<file path="src/rtl/hyperram_lb_arbiter_if.sv">
// rtl/hyperram_lb_arbiter_if.sv - local-bus register port between the arbiter and the HyperRAM controller
interface hyperram_lb_arbiter_if;
    logic        lb_wr;
    logic        lb_rd;
    logic [31:0] lb_addr;
    logic [31:0] lb_wr_d;
    logic [31:0] lb_rd_d;
    logic        lb_rd_rdy;
    logic        hr_busy;

    modport master (
        output lb_wr, lb_rd, lb_addr, lb_wr_d,
        input  lb_rd_d, lb_rd_rdy, hr_busy
    );

    modport slave (
        input  lb_wr, lb_rd, lb_addr, lb_wr_d,
        output lb_rd_d, lb_rd_rdy, hr_busy
    );
endinterface

</file>
<file path="src/rtl/hyperram_lb_arbiter.sv">
// rtl/hyperram_lb_arbiter.sv - two-port round-robin arbiter driving HyperRAM controller register accesses
module hyperram_lb_arbiter #(
    parameter int SETTLE  = 4,
    parameter int TIMEOUT = 255
) (
    input  logic        clk,
    input  logic        reset,
    input  logic        rq0_req_i,
    input  logic        rq0_we_i,
    input  logic [31:0] rq0_addr_i,
    input  logic [31:0] rq0_wdata_i,
    output logic        rq0_done_o,
    output logic        rq0_err_o,
    output logic [31:0] rq0_rdata_o,
    input  logic        rq1_req_i,
    input  logic        rq1_we_i,
    input  logic [31:0] rq1_addr_i,
    input  logic [31:0] rq1_wdata_i,
    output logic        rq1_done_o,
    output logic        rq1_err_o,
    output logic [31:0] rq1_rdata_o,
    hyperram_lb_arbiter_if.master lb,
    output logic        owner_o,
    output logic        active_o
);
    localparam int WW = $clog2(SETTLE + 1);
    localparam int TW = $clog2(TIMEOUT + 1);

    localparam logic [31:0] REG_ADDR = 32'h10;
    localparam logic [31:0] REG_DATA = 32'h14;
    localparam logic [31:0] REG_CMD  = 32'h1c;
    localparam logic [31:0] CMD_WR   = 32'h1;
    localparam logic [31:0] CMD_RD   = 32'h4;

    typedef enum logic [2:0] {
        S_IDLE, S_SET_ADDR, S_SET_DATA, S_CMD, S_WAIT_BUSY, S_RD_REQ, S_RD_WAIT, S_DONE
    } state_t;

    state_t          state_q;
    logic            owner_q;
    logic            last_q;
    logic            we_q;
    logic [31:0]     addr_q;
    logic [31:0]     wdata_q;
    logic [WW-1:0]   wait_q;
    logic [TW-1:0]   tmo_q;
    logic [1:0]      done_q;
    logic [1:0]      err_q;
    logic [31:0]     rdata0_q;
    logic [31:0]     rdata1_q;
    logic            lb_wr_q;
    logic            lb_rd_q;
    logic [31:0]     lb_addr_q;
    logic [31:0]     lb_wr_d_q;

    logic            gnt_d;
    logic [1:0]      owner_hot;

    // Contention goes to whoever was not served last; last_q resets to 1 so port 0 wins first.
    always_comb begin
        gnt_d = 1'b0;
        if (rq0_req_i && rq1_req_i) begin
            gnt_d = ~last_q;
        end else if (rq1_req_i) begin
            gnt_d = 1'b1;
        end
    end

    assign owner_hot = owner_q ? 2'b10 : 2'b01;

    always_ff @(posedge clk) begin
        if (reset) begin
            state_q   <= S_IDLE;
            owner_q   <= 1'b0;
            last_q    <= 1'b1;
            we_q      <= 1'b0;
            addr_q    <= '0;
            wdata_q   <= '0;
            wait_q    <= '0;
            tmo_q     <= '0;
            done_q    <= '0;
            err_q     <= '0;
            rdata0_q  <= '0;
            rdata1_q  <= '0;
            lb_wr_q   <= 1'b0;
            lb_rd_q   <= 1'b0;
            lb_addr_q <= '0;
            lb_wr_d_q <= '0;
        end else begin
            // Bus strobes and completion flags are registered alongside the state they belong to.
            lb_wr_q   <= 1'b0;
            lb_rd_q   <= 1'b0;
            lb_addr_q <= '0;
            lb_wr_d_q <= '0;
            done_q    <= '0;
            err_q     <= '0;
            case (state_q)
                S_IDLE: begin
                    if (rq0_req_i || rq1_req_i) begin
                        owner_q   <= gnt_d;
                        last_q    <= gnt_d;
                        we_q      <= gnt_d ? rq1_we_i    : rq0_we_i;
                        addr_q    <= gnt_d ? rq1_addr_i  : rq0_addr_i;
                        wdata_q   <= gnt_d ? rq1_wdata_i : rq0_wdata_i;
                        lb_wr_q   <= 1'b1;
                        lb_addr_q <= REG_ADDR;
                        lb_wr_d_q <= gnt_d ? rq1_addr_i : rq0_addr_i;
                        state_q   <= S_SET_ADDR;
                    end
                end
                S_SET_ADDR: begin
                    lb_wr_q <= 1'b1;
                    if (we_q) begin
                        lb_addr_q <= REG_DATA;
                        lb_wr_d_q <= wdata_q;
                        state_q   <= S_SET_DATA;
                    end else begin
                        lb_addr_q <= REG_CMD;
                        lb_wr_d_q <= CMD_RD;
                        state_q   <= S_CMD;
                    end
                end
                S_SET_DATA: begin
                    lb_wr_q   <= 1'b1;
                    lb_addr_q <= REG_CMD;
                    lb_wr_d_q <= CMD_WR;
                    state_q   <= S_CMD;
                end
                S_CMD: begin
                    wait_q  <= '0;
                    tmo_q   <= '0;
                    state_q <= S_WAIT_BUSY;
                end
                S_WAIT_BUSY: begin
                    if (wait_q < WW'(SETTLE)) wait_q <= wait_q + WW'(1);
                    if (tmo_q != TW'(TIMEOUT)) tmo_q <= tmo_q + TW'(1);
                    // hr_busy is ignored until the controller has had SETTLE cycles to raise it.
                    if (wait_q >= WW'(SETTLE) && !lb.hr_busy) begin
                        if (we_q) begin
                            done_q  <= owner_hot;
                            state_q <= S_DONE;
                        end else begin
                            lb_rd_q   <= 1'b1;
                            lb_addr_q <= REG_DATA;
                            state_q   <= S_RD_REQ;
                        end
                    end else if (tmo_q >= TW'(TIMEOUT - 1)) begin
                        done_q  <= owner_hot;
                        err_q   <= owner_hot;
                        state_q <= S_DONE;
                    end
                end
                S_RD_REQ: begin
                    if (lb.lb_rd_rdy) begin
                        if (owner_q) rdata1_q <= lb.lb_rd_d;
                        else         rdata0_q <= lb.lb_rd_d;
                        done_q  <= owner_hot;
                        state_q <= S_DONE;
                    end else begin
                        state_q <= S_RD_WAIT;
                    end
                end
                S_RD_WAIT: begin
                    if (tmo_q != TW'(TIMEOUT)) tmo_q <= tmo_q + TW'(1);
                    if (lb.lb_rd_rdy) begin
                        if (owner_q) rdata1_q <= lb.lb_rd_d;
                        else         rdata0_q <= lb.lb_rd_d;
                        done_q  <= owner_hot;
                        state_q <= S_DONE;
                    end else if (tmo_q >= TW'(TIMEOUT - 1)) begin
                        done_q  <= owner_hot;
                        err_q   <= owner_hot;
                        state_q <= S_DONE;
                    end
                end
                S_DONE: begin
                    state_q <= S_IDLE;
                end
                default: begin
                    state_q <= S_IDLE;
                end
            endcase
        end
    end

    assign rq0_done_o  = done_q[0];
    assign rq1_done_o  = done_q[1];
    assign rq0_err_o   = err_q[0];
    assign rq1_err_o   = err_q[1];
    assign rq0_rdata_o = rdata0_q;
    assign rq1_rdata_o = rdata1_q;
    assign owner_o     = owner_q;
    assign active_o    = (state_q != S_IDLE);
    assign lb.lb_wr    = lb_wr_q;
    assign lb.lb_rd    = lb_rd_q;
    assign lb.lb_addr  = lb_addr_q;
    assign lb.lb_wr_d  = lb_wr_d_q;
endmodule

</file>
<file path="src/flat_wrapper.sv">
// flat-port wrapper written by rule: the top's interface ports become plain ports
module hyperram_lb_arbiter_flat 
#(
    parameter int SETTLE  = 4,
    parameter int TIMEOUT = 255
)
  (clk, reset, rq0_req_i, rq0_we_i, rq0_addr_i, rq0_wdata_i, rq0_done_o, rq0_err_o, rq0_rdata_o, rq1_req_i, rq1_we_i, rq1_addr_i, rq1_wdata_i, rq1_done_o, rq1_err_o, rq1_rdata_o, owner_o, active_o, lb_lb_wr, lb_lb_rd, lb_lb_addr, lb_lb_wr_d, lb_lb_rd_d, lb_lb_rd_rdy, lb_hr_busy);
  hyperram_lb_arbiter_if lb_i ();
  input  logic clk;
  input  logic reset;
  input  logic rq0_req_i;
  input  logic rq0_we_i;
  input  logic [31:0] rq0_addr_i;
  input  logic [31:0] rq0_wdata_i;
  output logic rq0_done_o;
  output logic rq0_err_o;
  output logic [31:0] rq0_rdata_o;
  input  logic rq1_req_i;
  input  logic rq1_we_i;
  input  logic [31:0] rq1_addr_i;
  input  logic [31:0] rq1_wdata_i;
  output logic rq1_done_o;
  output logic rq1_err_o;
  output logic [31:0] rq1_rdata_o;
  output logic owner_o;
  output logic active_o;
  output wire logic [$bits(lb_i.lb_wr)-1:0] lb_lb_wr;
  output wire logic [$bits(lb_i.lb_rd)-1:0] lb_lb_rd;
  output wire logic [$bits(lb_i.lb_addr)-1:0] lb_lb_addr;
  output wire logic [$bits(lb_i.lb_wr_d)-1:0] lb_lb_wr_d;
  input wire logic [$bits(lb_i.lb_rd_d)-1:0] lb_lb_rd_d;
  input wire logic [$bits(lb_i.lb_rd_rdy)-1:0] lb_lb_rd_rdy;
  input wire logic [$bits(lb_i.hr_busy)-1:0] lb_hr_busy;
  assign lb_lb_wr = lb_i.lb_wr;
  assign lb_lb_rd = lb_i.lb_rd;
  assign lb_lb_addr = lb_i.lb_addr;
  assign lb_lb_wr_d = lb_i.lb_wr_d;
  assign lb_i.lb_rd_d = lb_lb_rd_d;
  assign lb_i.lb_rd_rdy = lb_lb_rd_rdy;
  assign lb_i.hr_busy = lb_hr_busy;
  hyperram_lb_arbiter #(.SETTLE(SETTLE), .TIMEOUT(TIMEOUT)) u_core (.clk(clk), .reset(reset), .rq0_req_i(rq0_req_i), .rq0_we_i(rq0_we_i), .rq0_addr_i(rq0_addr_i), .rq0_wdata_i(rq0_wdata_i), .rq0_done_o(rq0_done_o), .rq0_err_o(rq0_err_o), .rq0_rdata_o(rq0_rdata_o), .rq1_req_i(rq1_req_i), .rq1_we_i(rq1_we_i), .rq1_addr_i(rq1_addr_i), .rq1_wdata_i(rq1_wdata_i), .rq1_done_o(rq1_done_o), .rq1_err_o(rq1_err_o), .rq1_rdata_o(rq1_rdata_o), .lb(lb_i), .owner_o(owner_o), .active_o(active_o));
endmodule
</file>
<file path="config.mk">
export PLATFORM = sky130hd
export DESIGN_NAME = hyperram_lb_arbiter_flat
export DESIGN_NICKNAME = d
export VERILOG_FILES = /design/src/rtl/hyperram_lb_arbiter_if.sv /design/src/rtl/hyperram_lb_arbiter.sv /design/src/flat_wrapper.sv
export SDC_FILE = /design/constraint.sdc
export NUM_CORES = 1
export LEC_CHECK = 0
export CAP_MARGIN = 40
export CORE_AREA = 2 2 97 193
export CTS_BUF_LIST = sky130_fd_sc_hd__clkbuf_16
export CTS_CLUSTER_SIZE = 40
export DETAILED_ROUTE_END_ITERATION = 8
export DIE_AREA = 0 0 99 195
export PLACE_DENSITY_LB_ADDON = 0.3
export SETUP_SLACK_MARGIN = 0.02
export SLEW_MARGIN = 10
export SYNTH_ARGS = -nofsm -noshare
export SYNTH_HDL_FRONTEND = slang
export SYNTH_SLANG_ARGS = --single-unit
</file>
<file path="constraint.sdc">
create_clock -name clk -period 1.6 [get_ports clk]
set_input_delay 0.16 -clock clk [delete_from_list [all_inputs] [get_ports clk]]
set_output_delay 0.16 -clock clk [all_outputs]
set_load 0.01 [all_outputs]
</file>
==> results of run 1 <==
-- logic make-up (layout without fill, tap and decap cells) --
family,count (synthesis),after routing
AND/OR/NAND/NOR,213,213
flip-flops,154,154
multiplexers,131,131
AO/OA/AOI/OAI,105,106
buffers and inverters,83,395
adder cells (fa/ha/maj),3,3
other,1,30
XOR/XNOR,1,1
-- power by group through the flow --
stage | clock network, W | registers, W | logic (W)
5_1_grt | 0.00394 | 0.00433 | 0.00299
2_1_floorplan | 0 | 0.00439 | 0.00112
3_3_place_gp | 0 | 0.00436 | 0.00229
3_5_place_dp | 0 | 0.00436 | 0.00231
4_1_cts | 0.00378 | 0.00429 | 0.00235
6_report | 0.00370 | 0.00429 | 0.00281
-- layer usage --
| layer | up-vias | global-route usage | share of wire |
|---|---|---|---|
| li1 | 3029 | - | - |
| met1 | 2927 | 0.194 | 0.32 |
| met2 | 257 | 0.407 | 0.59 |
| met3 | 44 | 0.0422 | 0.049 |
| met4 | 0 | 0.0989 | 0.036 |
| met5 | - | 0 | 0 |
-- Yosys cell counts (all sizes together), types with 4 or more instances --
master	number
nor2	144
nor3	5
nand2	17
nand3	6
o21ai	7
nand3b	4
or3	6
a21oi	13
nand2b	7
a22oi	30
mux2	31
buf	58
mux2i	100
nor3b	5
clkbuf	21
dfxtp	154
inv	4
a211oi	33
nor2b	5
-- final cells by class --
class	count	area, µm²
Clock inverter	15	110
Fill cell	1473	6500
Antenna cell	1	2.50
Clock buffer	17	425
Sequential cell	154	3090
Tap cell	213	267
Inverter	4	15.0
Timing Repair Buffer	359	3830
Multi-Input combinational cell	483	3460
-- path summary, 6_finish.rpt --
kind / startpoint / to / slack, ps
worst max-delay path: u_core.state_q[2] / u_core.lb.lb_wr_d[28] / 20
worst min-delay path: reset / u_core.lb.lb_wr / 160
worst max register to register: u_core.state_q[2] / u_core.lb.lb_wr_d[28] / 20
worst min register to register: u_core.tmo_q[1] / u_core.tmo_q[1] / 480
-- worst max-delay path, delay by kind of cell (launching register included) --
kind | cells | cell delay [ps]
buf+inv | 5 | 670
simple gates | 2 | 100
compound gates | 2 | 320
flops | 1 | 370
-- placed cells by master, fill, tap and decap left out, drive strengths merged, types with 2 or more instances in the layout --
cell type	count
a2111o	3
a211oi	33
a21boi	2
a21o	2
a21oi	13
a22oi	30
a31oi	2
and3b	2
buf	78
clkbuf	26
clkdlybuf4s50	271
clkinv	8
clkinvlp	6
conb	29
dfxtp	154
ha	3
inv	4
mux2	31
mux2i	100
nand2	17
nand2b	7
nand3	6
nand3b	4
nand4	2
nand4b	3
nor2	144
nor2b	5
nor3	5
nor3b	5
o21a	2
o21ai	7
or2	3
or3	6
-- flip-flops by register name (all words and copies together), names as in the netlist, 2 cells and up --
| register | count |
|---|---|
| u_core.rq0_rdata_o | 32 |
| u_core.lb.lb_addr | 3 |
| u_core.tmo_q | 8 |
| u_core.rq1_rdata_o | 32 |
| u_core.wait_q | 3 |
| u_core.done_q | 2 |
| u_core.err_q | 2 |
| u_core.state_q | 3 |
| u_core.lb.lb_wr_d | 32 |
| u_core.wdata_q | 32 |
-- repair_timing --
| item | 4_1_cts | 5_1_grt |
|---|---|---|
| resized for setup | 22 | 51 |
| endpoints found under the setup margin | 76 | 112 |
| gates cloned | 4 | 14 |
| pin swaps | 7 | 22 |
| setup buffers | 4 | 7 |
-- stage by stage --
stage	setup TNS (ps)	utilization	cell area [µm²]	setup slack, ps
after floorplan	0	-	6800	32.6
after global placement	-15550	0.561	9930	-209
after detailed placement	-17910	0.561	9930	-236
after CTS	-3.69	0.602	10700	-3.13
after global routing	-1870	0.633	11200	-59.5
final	0	0.633	11200	19.7
==> impl_summary.log, run 1 <==
[metrics] Hold Fails Final Rpt: 0
[metrics] result of the run: completed
[metrics] switching power summed over all nets: 0.00298 W
[metrics] number of cells on the worst reg-to-reg path: 9
[metrics] total CTS buffers: 17
[metrics] final RePlAce weighted congestion: 0.863
[metrics] CP max FO: 7
[metrics] sequential group share of total power: 0.397
[metrics] cell area after technology mapping: 6700 µm²
[metrics] vias: 6257
[metrics] data required time of the worst path: 1910 ps
[metrics] buffer depth of the longest clock path: 2
[metrics] clock root cell: clkbuf_16
[metrics] share of flip-flops with an asynchronous set or reset after synthesis: 0
[metrics] portion of the post-synthesis area used by sequential elements: 0.460
[metrics] number of instances on the worst hold path: 2
[metrics] slowest library cell on the worst path: dfxtp_4
[metrics] Yosys top cell by area: dfxtp_1
[metrics] hold bufs inserted after CTS: 0
[metrics] synth-to-layout area growth: 67.3%
[metrics] # clock sinks: 154
[metrics] proportion of power drawn by the clock network: 0.343
[metrics] proportion of layout cells with a drive suffix above 1: 0.187
[metrics] critical setup path kind: reg2reg
[metrics] count of state elements after synthesis: 154
[metrics] cell area power density: 965 nW/µm²
[metrics] die area: 19300 µm²
[metrics] number of cell rows: 69
[metrics] xor and xnor fraction of the mapped netlist area: 0.00243
[metrics] Comb pwr share: 0.260
[metrics] die height: 195 µm
[metrics] final worst path period need: 1580 ps
[metrics] kind of capture point of the worst setup path: flip-flop
[metrics] worst setup skew after layout: 13.1 ps
[metrics] antenna violations before repair: 1
[metrics] global-route wire length before repair: 31100 µm
[metrics] Die X-Extent: 99 µm
[metrics] internal power: 0.00783 W
[metrics] smallest hold slack: 155 ps
[metrics] leakage power: 4.48 nW
[metrics] worst vdd ir: 0.614 mV
[metrics] max-cap viol count: 0
[metrics] mean routed wirelength per cell: 18.0 µm
[metrics] DRC violation count after routing: 0
[metrics] IO buf count: 274
[metrics] drt total wl: 22400 µm
[metrics] antenna-violating nets left: 0
[metrics] later-pin clock latency in the skew report: 420 ps
[metrics] sw frac: 0.276
[metrics] Ports: 304
[metrics] htree depth: 4
[metrics] number of global-route vias before repair: 6198
[metrics] post-synth top area share: 0.460
[metrics] Max Transition Viols Final: 0
[metrics] Synth area leaders: dfxtp_1 (46%), mux2i_1 (15%), nor2_1 (8.1%)
[metrics] setup repair after global routing missed its margin: true
[metrics] post-synthesis simple-gate area fraction: 0.142
[metrics] CP Cell Sequence: nor3_2 > buf_4 > buf_6 > buf_4 > o21a_4 > buf_6 > clkbuf_16 > a22oi_1 > nor2_1
[metrics] GRT overflow: 0
[metrics] synthesized instance count: 691
[metrics] largest incremental delay on the critical path: 370 ps
[metrics] All-Layer GR Usage: 0.206
[metrics] clock transition at the register clock pins on the worst setup and hold paths after CTS: 60 ps
[metrics] maximum number of pins on one net before global-route repair: 48
[metrics] main combinational cell family by area after synthesis: multiplexers
[metrics] dominant register cell in the synthesized netlist: dfxtp_1
[metrics] final count of negative-setup-slack endpoints: 0
[metrics] endpoint arrival time on the critical path: 1890 ps
[metrics] post-synth cell types: 53
[metrics] synthesized-area fraction occupied by adder cells: 0.00561
[metrics] initial DRC count: 152
[metrics] achievable clock frequency: 633 MHz
[metrics] Final nets: 1190
[metrics] Detail Placement HPWL: 14600 µm
[metrics] number of search-and-repair iterations in the first detailed-routing pass: 4
[metrics] proportion of synthesized area in mux cells: 0.202
[metrics] total power after layout: 0.0108 W
[metrics] DP Cell Count: 1184
[metrics] path category of the worst min-delay check: in2reg
[metrics] placeable core region: 17700 µm²
[metrics] Period Utilization, post-route: 0.988
[metrics] post-synthesis compound-gate area fraction: 0.114
[metrics] total of warnings raised by yosys: 0
[metrics] CTS tree: done
[metrics] detail-routed via count per cell: 5.02
[metrics] post-layout instance count excluding filler cells: 1246
[metrics] number of synthesized flops with an enable pin: 0
[metrics] Critical Path Source Type: flip-flop
[metrics] Initial Util: 0.378
[metrics] Mapped Avg Cell Area: 9.69 µm²
No activity file was read; power rests on OpenSTA's default activity.
==> run 2: changes to the inputs <==
Settings changed: CORE_AREA 2 2 97 193 to 4 4 138 140, DIE_AREA 0 0 99 195 to 0 0 142 144, GPL_ROUTABILITY_DRIVEN set to 0.
==> impl_summary.log, run 2 (same netlist as run 1, synthesis figures left out) <==
[metrics] die area: 20400 µm² (+5.9%)
[metrics] data required time of the worst path: 1440 ps (-470 ps)
[metrics] standard cell area after detailed placement: 9930 µm² (about the same)
[metrics] number of search-and-repair iterations in the first detailed-routing pass: 4 (unchanged)
[metrics] endpoint arrival time on the critical path: 1370 ps (-520 ps)
[metrics] worst setup skew after layout: 10.2 ps (-2.88 ps)
[metrics] proportion of layout cells with a drive suffix above 1: 0.167 (-0.0197)
[metrics] max-cap viol count: 0 (unchanged)
[metrics] path category of the worst min-delay check: in2reg
[metrics] detail-routed via count per cell: 4.81 (-4.3%)
[metrics] hold bufs inserted after CTS: 0 (unchanged)
[metrics] Max Transition Viols Final: 0 (unchanged)
[metrics] # clock sinks: 154 (unchanged)
[metrics] final count of negative-setup-slack endpoints: 0 (unchanged)
[metrics] Ports: 304 (unchanged)
[metrics] achievable clock frequency: 652 MHz (+3.0%)
[metrics] critical setup path kind: reg2out
[metrics] buffer depth of the longest clock path: 2 (unchanged)
[metrics] cell area power density: 972 nW/µm² (+0.73%)
[metrics] mean routed wirelength per cell: 16.6 µm (-7.7%)
[metrics] GRT overflow: 0 (unchanged)
[metrics] worst vdd ir: 0.707 mV (+15%)
[metrics] clock root cell: clkbuf_16
[metrics] drt total wl: 20600 µm (-7.8%)
[metrics] htree depth: 4 (unchanged)
[metrics] Period Utilization, post-route: 0.959 (-0.0286)
[metrics] met2 track utilization from global routing: 0.299 (-0.108)
[metrics] later-pin clock latency in the skew report: 410 ps (about the same)
[metrics] final worst path period need: 1530 ps (-45.7 ps)
[metrics] kind of capture point of the worst setup path: primary output
[metrics] Critical Path Source Type: flip-flop
[metrics] Die X-Extent: 142 µm (+43%)
[metrics] smallest hold slack: 95.5 ps (-59.7 ps)
[metrics] Final Util: 0.609 (-0.0234)
[metrics] CP max FO: 8 (+1)
[metrics] peak-usage layer in the global routing report: met2
[metrics] All-Layer GR Usage: 0.187 (-0.0191)
[metrics] CTS tree: done
[metrics] antenna violations before repair: 0 (-1)
[metrics] die height: 144 µm (-26%)
[metrics] number of cell rows: 49 (-29%)
[metrics] clock transition at the register clock pins on the worst setup and hold paths after CTS: 60 ps (about the same)
[metrics] leakage power: 4.33 nW (-3.3%)
[metrics] number of global-route vias before repair: 5772 (-6.9%)
[metrics] Detail Placement HPWL: 14700 µm (+0.62%)
[metrics] Hold Fails Final Rpt: 0 (unchanged)
[metrics] setup repair after global routing missed its margin: true
[metrics] Final nets: 1174 (-1.3%)
[metrics] DRC violation count after routing: 0 (unchanged)
[metrics] maximum number of pins on one net before global-route repair: 49 (+2.1%)
[metrics] Initial Util: 0.375 (-0.00302)
[metrics] total CTS buffers: 17 (unchanged)
[metrics] initial DRC count: 162 (+6.6%)
[metrics] result of the run: completed
[metrics] antenna-violating nets left: 0 (unchanged)
[metrics] placeable core region: 17800 µm² (+0.81%)
[metrics] Inserted Diodes: 0 (-1)
[metrics] post-route cell area: 10900 µm² (-2.9%)
[metrics] most used cells in the layout excluding fill and tap cells: clkdlybuf4s50_1 (271), dfxtp_1 (149), nor2_1 (142)
[metrics] filler cell count: 1502 (+2.0%)
[metrics] IO buf count: 274 (unchanged)
[metrics] global routing met1 resource utilization: 0.228 (+0.0345)
[metrics] synth-to-layout area growth: 62.4%
[metrics] most common cell after layout, fill and taps aside: clkdlybuf4s50_1
[metrics] vias: 5984 (-4.4%)
[metrics] met3 Usage GRT: 0.0820 (+0.0398)
[metrics] global-route wire length before repair: 30200 µm (-2.7%)
run 2: changes by cell type in the layout (fill, tap and decap cells not counted), sizes merged:
| cell | delta |
|---|---|
| inv | +3 |
| clkdlybuf4s15 | +1 |
| clkbuf | -5 |
| buf | -11 |
| diode | -1 |
| o21a | -1 |
| bufinv | +1 |
| clkinv | -2 |
| clkinvlp | -2 |
run 2: what timing repair did:
item                       4_1_cts  5_1_grt
pin swaps                        3       10
setup buffers                    2        5
hold endpoints to repair         0        0
setup endpoints to repair      122       83
resized for setup               17       35
cloned                           1        5
run 2: worst paths after layout:
| kind | startpoint | end | slack, ps | cells past startpoint |
|---|---|---|---|---|
| max reg2reg | u_core.state_q[2] | u_core.rq0_rdata_o[27] | 70 | 7 |
| max | u_core.state_q[2] | active_o | 70 | 4 |
| min | reset | u_core.state_q[2] | 100 | 2 |
| min reg2reg | u_core.rq0_rdata_o[5] | u_core.rq0_rdata_o[5] | 490 | 2 |
run 2: stage by stage:
step / setup slack, ps / setup TNS (ps) / total power (W) / cells
global route: -16.2 / -23.9 / 0.0111 / 1245
global placement: -228 / -18250 / 0.00664 / 1200
CTS: 20.7 / 0 / 0.0105 / 1235
detailed placement: -254 / -21580 / 0.00667 / 1200
finish: 65.4 / 0 / 0.0106 / 1245
floorplan: 32.6 / 0 / 0.00552 / 719
run 2: cell type report:
| type | instances | area, µm² | share of cell area |
|---|---|---|---|
| Tap cell | 229 | 287 | 0.0264 |
| Clock inverter | 15 | 138 | 0.0127 |
| Sequential cell | 154 | 3090 | 0.285 |
| Timing Repair Buffer | 344 | 3500 | 0.322 |
| Clock buffer | 17 | 425 | 0.0391 |
| Inverter | 4 | 15.0 | 0.00138 |
| Multi-Input combinational cell | 482 | 3410 | 0.314 |
run 2: report_power, final:
| group | leakage, nW | switching (W) | internal, W |
|---|---|---|---|
| clock | 0.276 | 0.00155 | 0.00227 |
| sequential | 1.26 | 0.000161 | 0.00414 |
| combinational | 2.80 | 0.00107 | 0.00137 |
run 2: critical path, stage by stage, from the launching register on:
cell and delay, ps:
dfxtp_4 380, nor3_4 190, buf_4 140, inv_1 30, clkdlybuf4s15_2 230
run 2: metal layers:
| layer | wire length (µm) | vias to the layer above |
|---|---|---|
| li1 | - | 2999 |
| met1 | 8630 | 2740 |
| met2 | 9590 | 232 |
| met3 | 2170 | 13 |
| met4 | 236 | 0 |
| met5 | 0 | - |
==> run 3: changes to the inputs <==
--- a/config.mk
+++ b/config.mk
@@ -13,4 +13,5 @@
 export DIE_AREA = 0 0 142 144
 export GPL_ROUTABILITY_DRIVEN = 0
+export GPL_TIMING_DRIVEN = 0
 export PLACE_DENSITY_LB_ADDON = 0.3
 export SETUP_SLACK_MARGIN = 0.02
==> constraint.sdc (replaced) <==
create_clock -name clk -period 1.6 [get_ports clk]
set_input_delay 0.32 -clock clk [delete_from_list [all_inputs] [get_ports clk]]
set_output_delay 0.32 -clock clk [all_outputs]
set_load 0.01 [all_outputs]
==> impl_summary.log, run 3 (same netlist as run 1, synthesis figures left out) <==
[metrics] result of the run: completed
[metrics] smallest hold slack: 433 ps (+337 ps)
[metrics] Period Utilization, post-route: 0.999 (+0.0403)
[metrics] data required time of the worst path: 1880 ps (+440 ps)
[metrics] total power after layout: 0.0114 W (+8.2%)
[metrics] Ports: 304 (unchanged)
[metrics] path category of the worst min-delay check: in2reg
[metrics] post-layout instance count excluding filler cells: 1286 (+3.3%)
[metrics] DP Cell Count: 1221 (+1.8%)
[metrics] Critical Path Source Type: flip-flop
[metrics] antenna violations before repair: 1 (+1)
[metrics] synth-to-layout area growth: 67.9%
[metrics] number of global-route vias before repair: 6164 (+6.8%)
[metrics] vias: 6313 (+5.5%)
[metrics] slowest library cell on the worst path: dfxtp_4
[metrics] CTS tree: done
[metrics] Final nets: 1214 (+3.4%)
[metrics] antenna-violating nets left: 0 (unchanged)
[metrics] IO buf count: 273 (-0.36%)
[metrics] Die X-Extent: 142 µm (unchanged)
[metrics] clock transition at the register clock pins on the worst setup and hold paths after CTS: 60 ps (about the same)
[metrics] setup repair after global routing missed its margin: true
[metrics] most used cells in the layout excluding fill and tap cells: clkdlybuf4s50_1 (163), dfxtp_1 (146), nor2_1 (130)
[metrics] GRT overflow: 0 (unchanged)
[metrics] mean routed wirelength per cell: 17.9 µm (+7.9%)
[metrics] All-Layer GR Usage: 0.211 (+0.0242)
[metrics] Detail Placement HPWL: 16800 µm (+14%)
[metrics] max-cap viol count: 0 (unchanged)
[metrics] amount of wire on met2 after detailed routing: 11500 µm (+20%)
[metrics] hold bufs inserted after CTS: 0 (unchanged)
[metrics] leakage power: 5.08 nW (+17%)
[metrics] later-pin clock latency in the skew report: 420 ps (about the same)
[metrics] drt total wl: 23000 µm (+11%)
[metrics] length of routed wiring on met1: 9010 µm (+4.4%)
[metrics] DRC violation count after routing: 0 (unchanged)
[metrics] total CTS buffers: 17 (unchanged)
[metrics] CP Cell Sequence: nor3_4 > buf_6 > o21a_1 > buf_6 > buf_12 > clkbuf_16 > a211oi_1
[metrics] endpoint arrival time on the critical path: 1880 ps (+510 ps)
[metrics] DR WL met3: 2140 µm (-1.3%)
[metrics] most common cell after layout, fill and taps aside: clkdlybuf4s50_1
[metrics] kind of capture point of the worst setup path: flip-flop
[metrics] detail-routed via count per cell: 4.91 (+2.1%)
[metrics] CP max FO: 6 (-2)
[metrics] htree depth: 4 (unchanged)
[metrics] worst vdd ir: 0.714 mV (+1.0%)
[metrics] die area: 20400 µm² (unchanged)
[metrics] worst setup skew after layout: 7.85 ps (-2.38 ps)
[metrics] placeable core region: 17800 µm² (unchanged)
[metrics] Initial Util: 0.375 (unchanged)
[metrics] most numerous cell on the critical path: buf_6
[metrics] achievable clock frequency: 625 MHz (-4.0%)
[metrics] post-route cell area: 11200 µm² (+3.4%)
[metrics] buffer depth of the longest clock path: 2 (unchanged)
[metrics] initial DRC count: 191 (+18%)
[metrics] highest routed metal layer: met4
[metrics] final count of negative-setup-slack endpoints: 0 (unchanged)
[metrics] largest incremental delay on the critical path: 380 ps (about the same)
[metrics] filler cell count: 1533 (+2.1%)
[metrics] Hold Fails Final Rpt: 0 (unchanged)
[metrics] standard cell area after detailed placement: 9820 µm² (-1.1%)
[metrics] # clock sinks: 154 (unchanged)
[metrics] global-route wire length before repair: 33400 µm (+10%)
[metrics] number of cell rows: 49 (unchanged)
[metrics] clock root cell: clkbuf_16
[metrics] maximum number of pins on one net before global-route repair: 17 (-65%)
[metrics] final worst path period need: 1600 ps (+64.4 ps)
[metrics] cell area power density: 1020 nW/µm² (+4.7%)
[metrics] critical setup path kind: reg2reg
[metrics] number of search-and-repair iterations in the first detailed-routing pass: 7 (+3)
[metrics] die height: 144 µm (unchanged)
[metrics] Max Transition Viols Final: 0 (unchanged)
[metrics] worst slew margin relative to its limit: 0.427
[metrics] slew of the pin with the lowest slew margin: 851 ps
[metrics] proportion of layout cells with a drive suffix above 1: 0.215 (+0.0476)
## run 3: power breakdown
group | total [W] | switching (W) | internal (W)
Sequential | 0.00432 | 0.000178 | 0.00414
Combinational | 0.00268 | 0.00123 | 0.00144
Clock | 0.00444 | 0.00166 | 0.00277
## run 3: cell type report
cell class,count,area [µm²],area share
antenna,1,2.50,0.000223
buffer,78,712,0.0633
clock buffer,17,425,0.0378
clock inverter,15,224,0.0199
inverter,4,15.0,0.00134
multi-input combinational,482,3460,0.308
sequential,154,3100,0.276
tap,229,287,0.0255
timing repair buffer,306,3020,0.269
## run 3: critical path, delay by kind of cell (launching register included)
family | cells | cell delay, ps
compound gates | 2 | 230
buf+inv | 4 | 590
flops | 1 | 380
simple gates | 1 | 240
## run 3: final timing paths
| check | startpoint | end | slack (ps) | cells past startpoint |
|---|---|---|---|---|
| setup reg to reg | u_core.state_q[1] | u_core.wdata_q[21] | 1 | 7 |
| hold / removal | lb_lb_rd_rdy | u_core.err_q[1] | 430 | 5 |
| setup / recovery | u_core.state_q[1] | u_core.wdata_q[21] | 1 | 7 |
| hold reg to reg | u_core.rq0_rdata_o[23] | u_core.rq0_rdata_o[23] | 490 | 2 |
## run 3: through the flow
| stage | setup slack [ps] | TNS, ps | utilization |
|---|---|---|---|
| after floorplan | 41.4 | 0 | - |
| after global placement | -851 | -82380 | 0.551 |
| after detailed placement | -867 | -84370 | 0.551 |
| after CTS | -31.3 | -188 | 0.607 |
| after global routing | -76.7 | -2020 | 0.630 |
| final | 1.00 | 0 | 0.630 |
## run 3: per-layer routing
layer	track usage	vias up
met1	0.237	2918
met3	0.0771	25
li1	-	3083
met4	0.0657	0
met2	0.375	287
met5	0	-
## run 3: timing repair
item	in CTS	in global routing
gates cloned	3	5
pin swaps	9	17
hold endpoints to repair	0	0
setup endpoints to repair	248	145
resized for setup	193	81
buffers inserted	19	6
